$ cat config.mk
export PLATFORM = sky130hd
export DESIGN_NAME = imem_load_arbiter
export DESIGN_NICKNAME = d
export VERILOG_FILES = /design/src/rtl/imem_load_arbiter_pkg.sv /design/src/rtl/imem_load_arbiter.sv
export SDC_FILE = /design/constraint.sdc
export NUM_CORES = 1
export LEC_CHECK = 0
export BUFFER_PORTS_ARGS = -buffer_cell sky130_fd_sc_hd__buf_2
export CORE_AREA = 3 3 72 74
export DETAILED_ROUTE_END_ITERATION = 12
export DIE_AREA = 0 0 75 77
export PLACE_DENSITY = 0.75
export RECOVER_POWER = 25
export SLEW_MARGIN = 20
export SYNTH_ARGS = -nofsm -noshare
export SYNTH_HDL_FRONTEND = slang
export SYNTH_SLANG_ARGS = --single-unit
$ cat constraint.sdc
create_clock -name clk -period 1.9 [get_ports clk]
set_clock_uncertainty 0.15 [all_clocks]
set_input_delay 0.57 -clock clk [delete_from_list [all_inputs] [get_ports clk]]
set_output_delay 0.57 -clock clk [all_outputs]
set_load 0.02 [all_outputs]
$ cat src/rtl/imem_load_arbiter_pkg.sv
// Shared definitions for the instruction-memory load arbiter: state encoding
// and default geometry of the instruction memory array.
package imem_load_arbiter_pkg;

  localparam int INSTR_WIDTH_DEF = 32;
  localparam int INSTR_DEPTH_DEF = 32;
  localparam int ADDR_WIDTH_DEF  = $clog2(INSTR_DEPTH_DEF);

  typedef enum logic [1:0] {
    ST_IDLE  = 2'd0,
    ST_LOAD  = 2'd1,
    ST_RUN   = 2'd2,
    ST_ERROR = 2'd3
  } arb_state_e;

  // The loader owns the port in both IDLE and LOAD.
  function automatic logic is_loading(input arb_state_e st);
    return (st == ST_IDLE) || (st == ST_LOAD);
  endfunction

endpackage

$ cat src/rtl/imem_load_arbiter.sv
// Arbitrates the single instruction-memory port between the streaming program
// loader (while loading) and the CPU fetch path (while running).
module imem_load_arbiter
  import imem_load_arbiter_pkg::*;
#(
  parameter int INSTR_WIDTH = INSTR_WIDTH_DEF,
  parameter int INSTR_DEPTH = INSTR_DEPTH_DEF,
  parameter int ADDR_WIDTH  = ADDR_WIDTH_DEF
) (
  input  logic                   clk,
  input  logic                   rst_n,
  input  logic                   ld_valid,
  input  logic [INSTR_WIDTH-1:0] ld_data,
  input  logic                   ld_last,
  output logic                   ld_ready,
  input  logic                   reload,
  input  logic [INSTR_WIDTH-1:0] pc,
  output logic                   mem_we,
  output logic [ADDR_WIDTH-1:0]  mem_addr,
  output logic [INSTR_WIDTH-1:0] mem_wdata,
  output logic                   cpu_run,
  output logic [ADDR_WIDTH:0]    word_count,
  output logic                   load_err,
  output logic                   fetch_fault
);

  localparam logic [ADDR_WIDTH:0] LAST_PTR = (ADDR_WIDTH+1)'(INSTR_DEPTH - 1);

  arb_state_e                state_r, state_nxt_s;
  logic [ADDR_WIDTH:0]       wr_ptr_r, wr_ptr_nxt_s;
  logic [ADDR_WIDTH:0]       word_count_r, word_count_nxt_s;
  logic                      load_err_r, load_err_nxt_s;
  logic                      fetch_fault_r, fetch_fault_nxt_s;
  logic                      cpu_run_r;
  logic                      ld_ready_s;
  logic                      accept_s;
  logic                      pc_bad_s;
  logic [INSTR_WIDTH-3:0]    pc_word_s;

  // Reset and reload both win over a loader beat in the same cycle.
  assign ld_ready_s = rst_n && !reload && is_loading(state_r);
  assign accept_s   = ld_valid && ld_ready_s;

  assign pc_word_s = pc[INSTR_WIDTH-1:2];
  assign pc_bad_s  = (pc[1:0] != 2'b00) ||
                     (pc_word_s >= (INSTR_WIDTH-2)'(word_count_r));

  assign ld_ready    = ld_ready_s;
  assign mem_we      = accept_s;
  assign mem_wdata   = ld_data;
  assign cpu_run     = cpu_run_r;
  assign word_count  = word_count_r;
  assign load_err    = load_err_r;
  assign fetch_fault = fetch_fault_r;

  // Port address mux: PC word index while running, write pointer otherwise.
  always_comb begin
    mem_addr = wr_ptr_r[ADDR_WIDTH-1:0];
    if (state_r == ST_RUN) begin
      mem_addr = pc[ADDR_WIDTH+1:2];
    end else begin
      mem_addr = wr_ptr_r[ADDR_WIDTH-1:0];
    end
  end

  // Next-state, pointer and flag update logic.
  always_comb begin
    state_nxt_s       = state_r;
    wr_ptr_nxt_s      = wr_ptr_r;
    word_count_nxt_s  = word_count_r;
    load_err_nxt_s    = load_err_r;
    fetch_fault_nxt_s = fetch_fault_r;
    case (state_r)
      ST_IDLE, ST_LOAD: begin
        if (reload) begin
          wr_ptr_nxt_s     = '0;
          word_count_nxt_s = '0;
          state_nxt_s      = ST_IDLE;
        end else if (accept_s) begin
          if (ld_last) begin
            word_count_nxt_s = wr_ptr_r + 1'b1;
            wr_ptr_nxt_s     = wr_ptr_r + 1'b1;
            state_nxt_s      = ST_RUN;
          end else if (wr_ptr_r == LAST_PTR) begin
            // Array full with no terminating word: pointer is held, not wrapped.
            load_err_nxt_s = 1'b1;
            state_nxt_s    = ST_ERROR;
          end else begin
            wr_ptr_nxt_s = wr_ptr_r + 1'b1;
            state_nxt_s  = ST_LOAD;
          end
        end else begin
          state_nxt_s = state_r;
        end
      end
      ST_RUN: begin
        if (reload) begin
          wr_ptr_nxt_s      = '0;
          word_count_nxt_s  = '0;
          fetch_fault_nxt_s = 1'b0;
          state_nxt_s       = ST_IDLE;
        end else if (pc_bad_s) begin
          fetch_fault_nxt_s = 1'b1;
        end else begin
          fetch_fault_nxt_s = fetch_fault_r;
        end
      end
      ST_ERROR: begin
        if (reload) begin
          load_err_nxt_s   = 1'b0;
          wr_ptr_nxt_s     = '0;
          word_count_nxt_s = '0;
          state_nxt_s      = ST_IDLE;
        end else begin
          state_nxt_s = ST_ERROR;
        end
      end
      default: begin
        state_nxt_s = ST_IDLE;
      end
    endcase
  end

  // State register with synchronous active-low reset; cpu_run follows the next state.
  always_ff @(posedge clk) begin
    if (!rst_n) begin
      state_r       <= ST_IDLE;
      wr_ptr_r      <= '0;
      word_count_r  <= '0;
      load_err_r    <= 1'b0;
      fetch_fault_r <= 1'b0;
      cpu_run_r     <= 1'b0;
    end else begin
      state_r       <= state_nxt_s;
      wr_ptr_r      <= wr_ptr_nxt_s;
      word_count_r  <= word_count_nxt_s;
      load_err_r    <= load_err_nxt_s;
      fetch_fault_r <= fetch_fault_nxt_s;
      cpu_run_r     <= (state_nxt_s == ST_RUN);
    end
  end

endmodule

==> summary.md <==
| Metric | Value |
|---|---|
| Status | `complete, but fails checks` |
| Failing checks | `setup timing` |
| Share of layout cells above drive strength 1 | `0.4474` |
| Mapped Nets | `235` |
| Required @ worst endpoint | `1180 ps` |
| Drt pass-1 iters | `4` |
| Total core area | `4661 sq um` |
| First-pass GRT wire length | `5471 microns` |
| GRT Total Usage | `0.1224` |
| Clk root buf | `clkbuf_8` |
| Setup TNS | `-704.6 ps` |
| DR vias/cell | `4.939` |
| YS warnings | `0` |
| Max-slew violations | `0` |
| Relative slew slack | `0.6179` |
| Htree depth | `1` |
| Die Height | `77 microns` |
| Max_cap viols | `0` |
| RePlAce Congestion | `0.8112` |
| LEAKAGE | `0.6924 nW` |
| Number of diodes | `0` |
| Most frequent cells in the layout | `46 x buf_2, 16 x dfxtp_1, 12 x buf_4` |
| Power density over the cells | `505.1 nW/um^2` |
| Clock buffer depth | `2` |
| Register area share after synthesis | `0.2509` |
| Placement Cell Area | `1513 sq um` |
| Busiest grt layer | `met2` |
| IO buf count | `52` |
| Iter 0 DRT Violations | `32` |
| CP Capture Type | `output port` |
| Vias in the first global route | `1171` |
| Max FO, Critical Path | `6` |
| Die width | `75 microns` |
| Remaining antenna violation count | `0` |
| Critical Path Source Type | `flip-flop` |
| Worst ir drop on vdd | `0.1978 mV` |
| CTS tree | `done` |
| TritonCTS Buffers | `3` |
| Global route overflow | `0` |
| Mapped Cells | `159` |
| Initial antenna violation count | `0` |
| Final setup violation count | `5` |
| Drt total wl | `3604 microns` |
| Arr. time, crit path | `1320 ps` |
| Residual DRC | `0` |
| Worst Hold Class | `flip-flop to flip-flop` |
| Final worst-path setup slack | `-141.7 ps` |
| Clock Latency Late Sink | `260 ps` |
| Area Overhead vs Synth | `20.11%` |
| Met1 Use GR | `0.1294` |
| Post-route cell area | `1629 sq um` |
| Final Critical Period | `2042 ps` |
| Site Rows | `25` |
| Fin. Hold Viols | `0` |
| Dpl hpwl | `2888 microns` |
| Commonest non-fill, non-tap cell in the layout | `buf_2` |
| Largest net degree at the start of global routing | `11` |
| CTS Hold Bufs | `0` |
| Slew @ Worst Pin | `572.0 ps` |
| Design Power | `822.9 uW` |
| M3 GR Usage | `0.02752` |
| Max Clk Rate | `489.8 MHz` |
| # IOs | `117` |
| Mapped Area | `1356 sq um` |
| Die area | `5775 sq um` |
| Seq cells post-synth | `17` |
| RSZ-0062 raised after global routing | `yes` |
| CP Class | `flip-flop to output port` |
| Crit share post-route | `1.075` |
| Met2 Resource Use GR | `0.2195` |
| Synth cell types | `38` |
| Nets | `267` |
| Worst-path clk slew | `70 ps` |
| Starting density of the core | `0.2910` |
| DR WL/cell | `14.77 microns` |
| Clock sink count | `17` |
| Mean Syn Cell Area | `8.530 sq um` |
| Vias | `1205` |
[layout make-up]
class | count | area (sq um)
Clock inverter | 1 | 5.005
Timing Repair Buffer | 65 | 407.9
Inverter | 8 | 30.03
Sequential cell | 17 | 341.6
Fill cell | 499 | 3032
Clock buffer | 3 | 41.29
Multi-Input combinational cell | 96 | 735.7
Tap cell | 54 | 67.56
[Yosys cell counts]
| cell type | count | share of area |
|---|---|---|
| buf_4 | 32 | 0.18 |
| dfxtp_1 | 17 | 0.25 |
| nor2_1 | 11 | 0.030 |
| inv_1 | 8 | 0.022 |
| a21oi_1 | 7 | 0.026 |
| ha_1 | 7 | 0.065 |
| nand3_1 | 7 | 0.026 |
| nor4_1 | 7 | 0.032 |
| nand2_1 | 6 | 0.017 |
| buf_2 | 5 | 0.018 |
| mux2_2 | 5 | 0.042 |
| nand4_1 | 5 | 0.023 |
| o21ai_0 | 5 | 0.018 |
| xnor2_1 | 4 | 0.026 |
| a211oi_2 | 2 | 0.018 |
| a21o_1 | 2 | 0.011 |
| a32o_1 | 2 | 0.015 |
| nand2b_4 | 2 | 0.020 |
| nand3b_1 | 2 | 0.011 |
| nor2b_1 | 2 | 0.0092 |
| nor3_1 | 2 | 0.0074 |
| nor3b_1 | 2 | 0.011 |
| xor2_1 | 2 | 0.013 |
| a2111oi_1 | 1 | 0.0074 |
| a21oi_2 | 1 | 0.0065 |
| a311oi_1 | 1 | 0.0065 |
| a31oi_4 | 1 | 0.016 |
| and2_1 | 1 | 0.0046 |
| and4bb_4 | 1 | 0.012 |
| buf_6 | 1 | 0.0083 |
| mux2i_1 | 1 | 0.0074 |
| nand2b_1 | 1 | 0.0046 |
| nand4b_1 | 1 | 0.0065 |
| nor2_2 | 1 | 0.0046 |
| nor2b_4 | 1 | 0.010 |
| o211ai_1 | 1 | 0.0055 |
| o21a_1 | 1 | 0.0055 |
| o31ai_1 | 1 | 0.0055 |
[layer usage]
metal	wire length, microns	part of all wire
met1	1307	0.36
met2	1888	0.52
met3	308	0.085
met4	99	0.027
met5	0	0
[stage by stage]
step | hold slack, ps | setup WS [ps] | cells | util
4_1_cts | 338.4 | -145.1 | 244 | 0.3493
5_1_grt | 355.5 | -181.2 | 244 | 0.3495
2_1_floorplan | 323.0 | 81.01 | 159 | -
6_report | 329.2 | -141.7 | 244 | 0.3495
3_5_place_dp | 328.0 | -28.55 | 239 | 0.3246
3_3_place_gp | 329.3 | -15.88 | 239 | 0.3246
[kinds of logic after synthesis]
group | synth area share
xor gates and xnor gates | 0.03875
DFF | 0.2509
and+or+nand+nor | 0.2297
adders and majority gates | 0.06457
buffers and inverters | 0.2260
muxes | 0.04889
AOI/OAI and AO/OA | 0.1411
[final timing paths]
check | from | slack (ps) | endpoint | depth (start not counted)
max reg2reg | state_r[1]$_SDFF_PN0_ | 190 | word_count[3]$_SDFFE_PN0P_ | 4
min reg2reg | word_count[1]$_SDFFE_PN0P_ | 330 | word_count[1]$_SDFFE_PN0P_ | 2
max | state_r[1]$_SDFF_PN0_ | -140 | mem_addr[4] | 4
min | word_count[1]$_SDFFE_PN0P_ | 330 | word_count[1]$_SDFFE_PN0P_ | 2
[sequential cells by signal (all words and copies together) (netlist names)]
register	flops
state_r	2
cpu_run	1
wr_ptr_r	6
load_err	1
fetch_fault	1
word_count	6
[power by group]
group | switching [mW] | total [mW] | internal (mW) | leakage, nW
clock network | 0.140 | 0.286 | 0.146 | 0.0255
registers | 0.00609 | 0.368 | 0.362 | 0.138
logic | 0.0825 | 0.169 | 0.0867 | 0.529
[worst max-delay path, cell delays in order (launching register included)]
cell and delay, ps:
dfxtp_2 340, nor2b_4 160, buf_12 130, mux2_4 300, buf_6 130
[what timing repair did]
action,CTS,global route
setup endpoints to repair,6,6
setup buffers,1,0
pin swaps,0,0
resized for setup,19,2
Power figures use the tool's default switching activity.
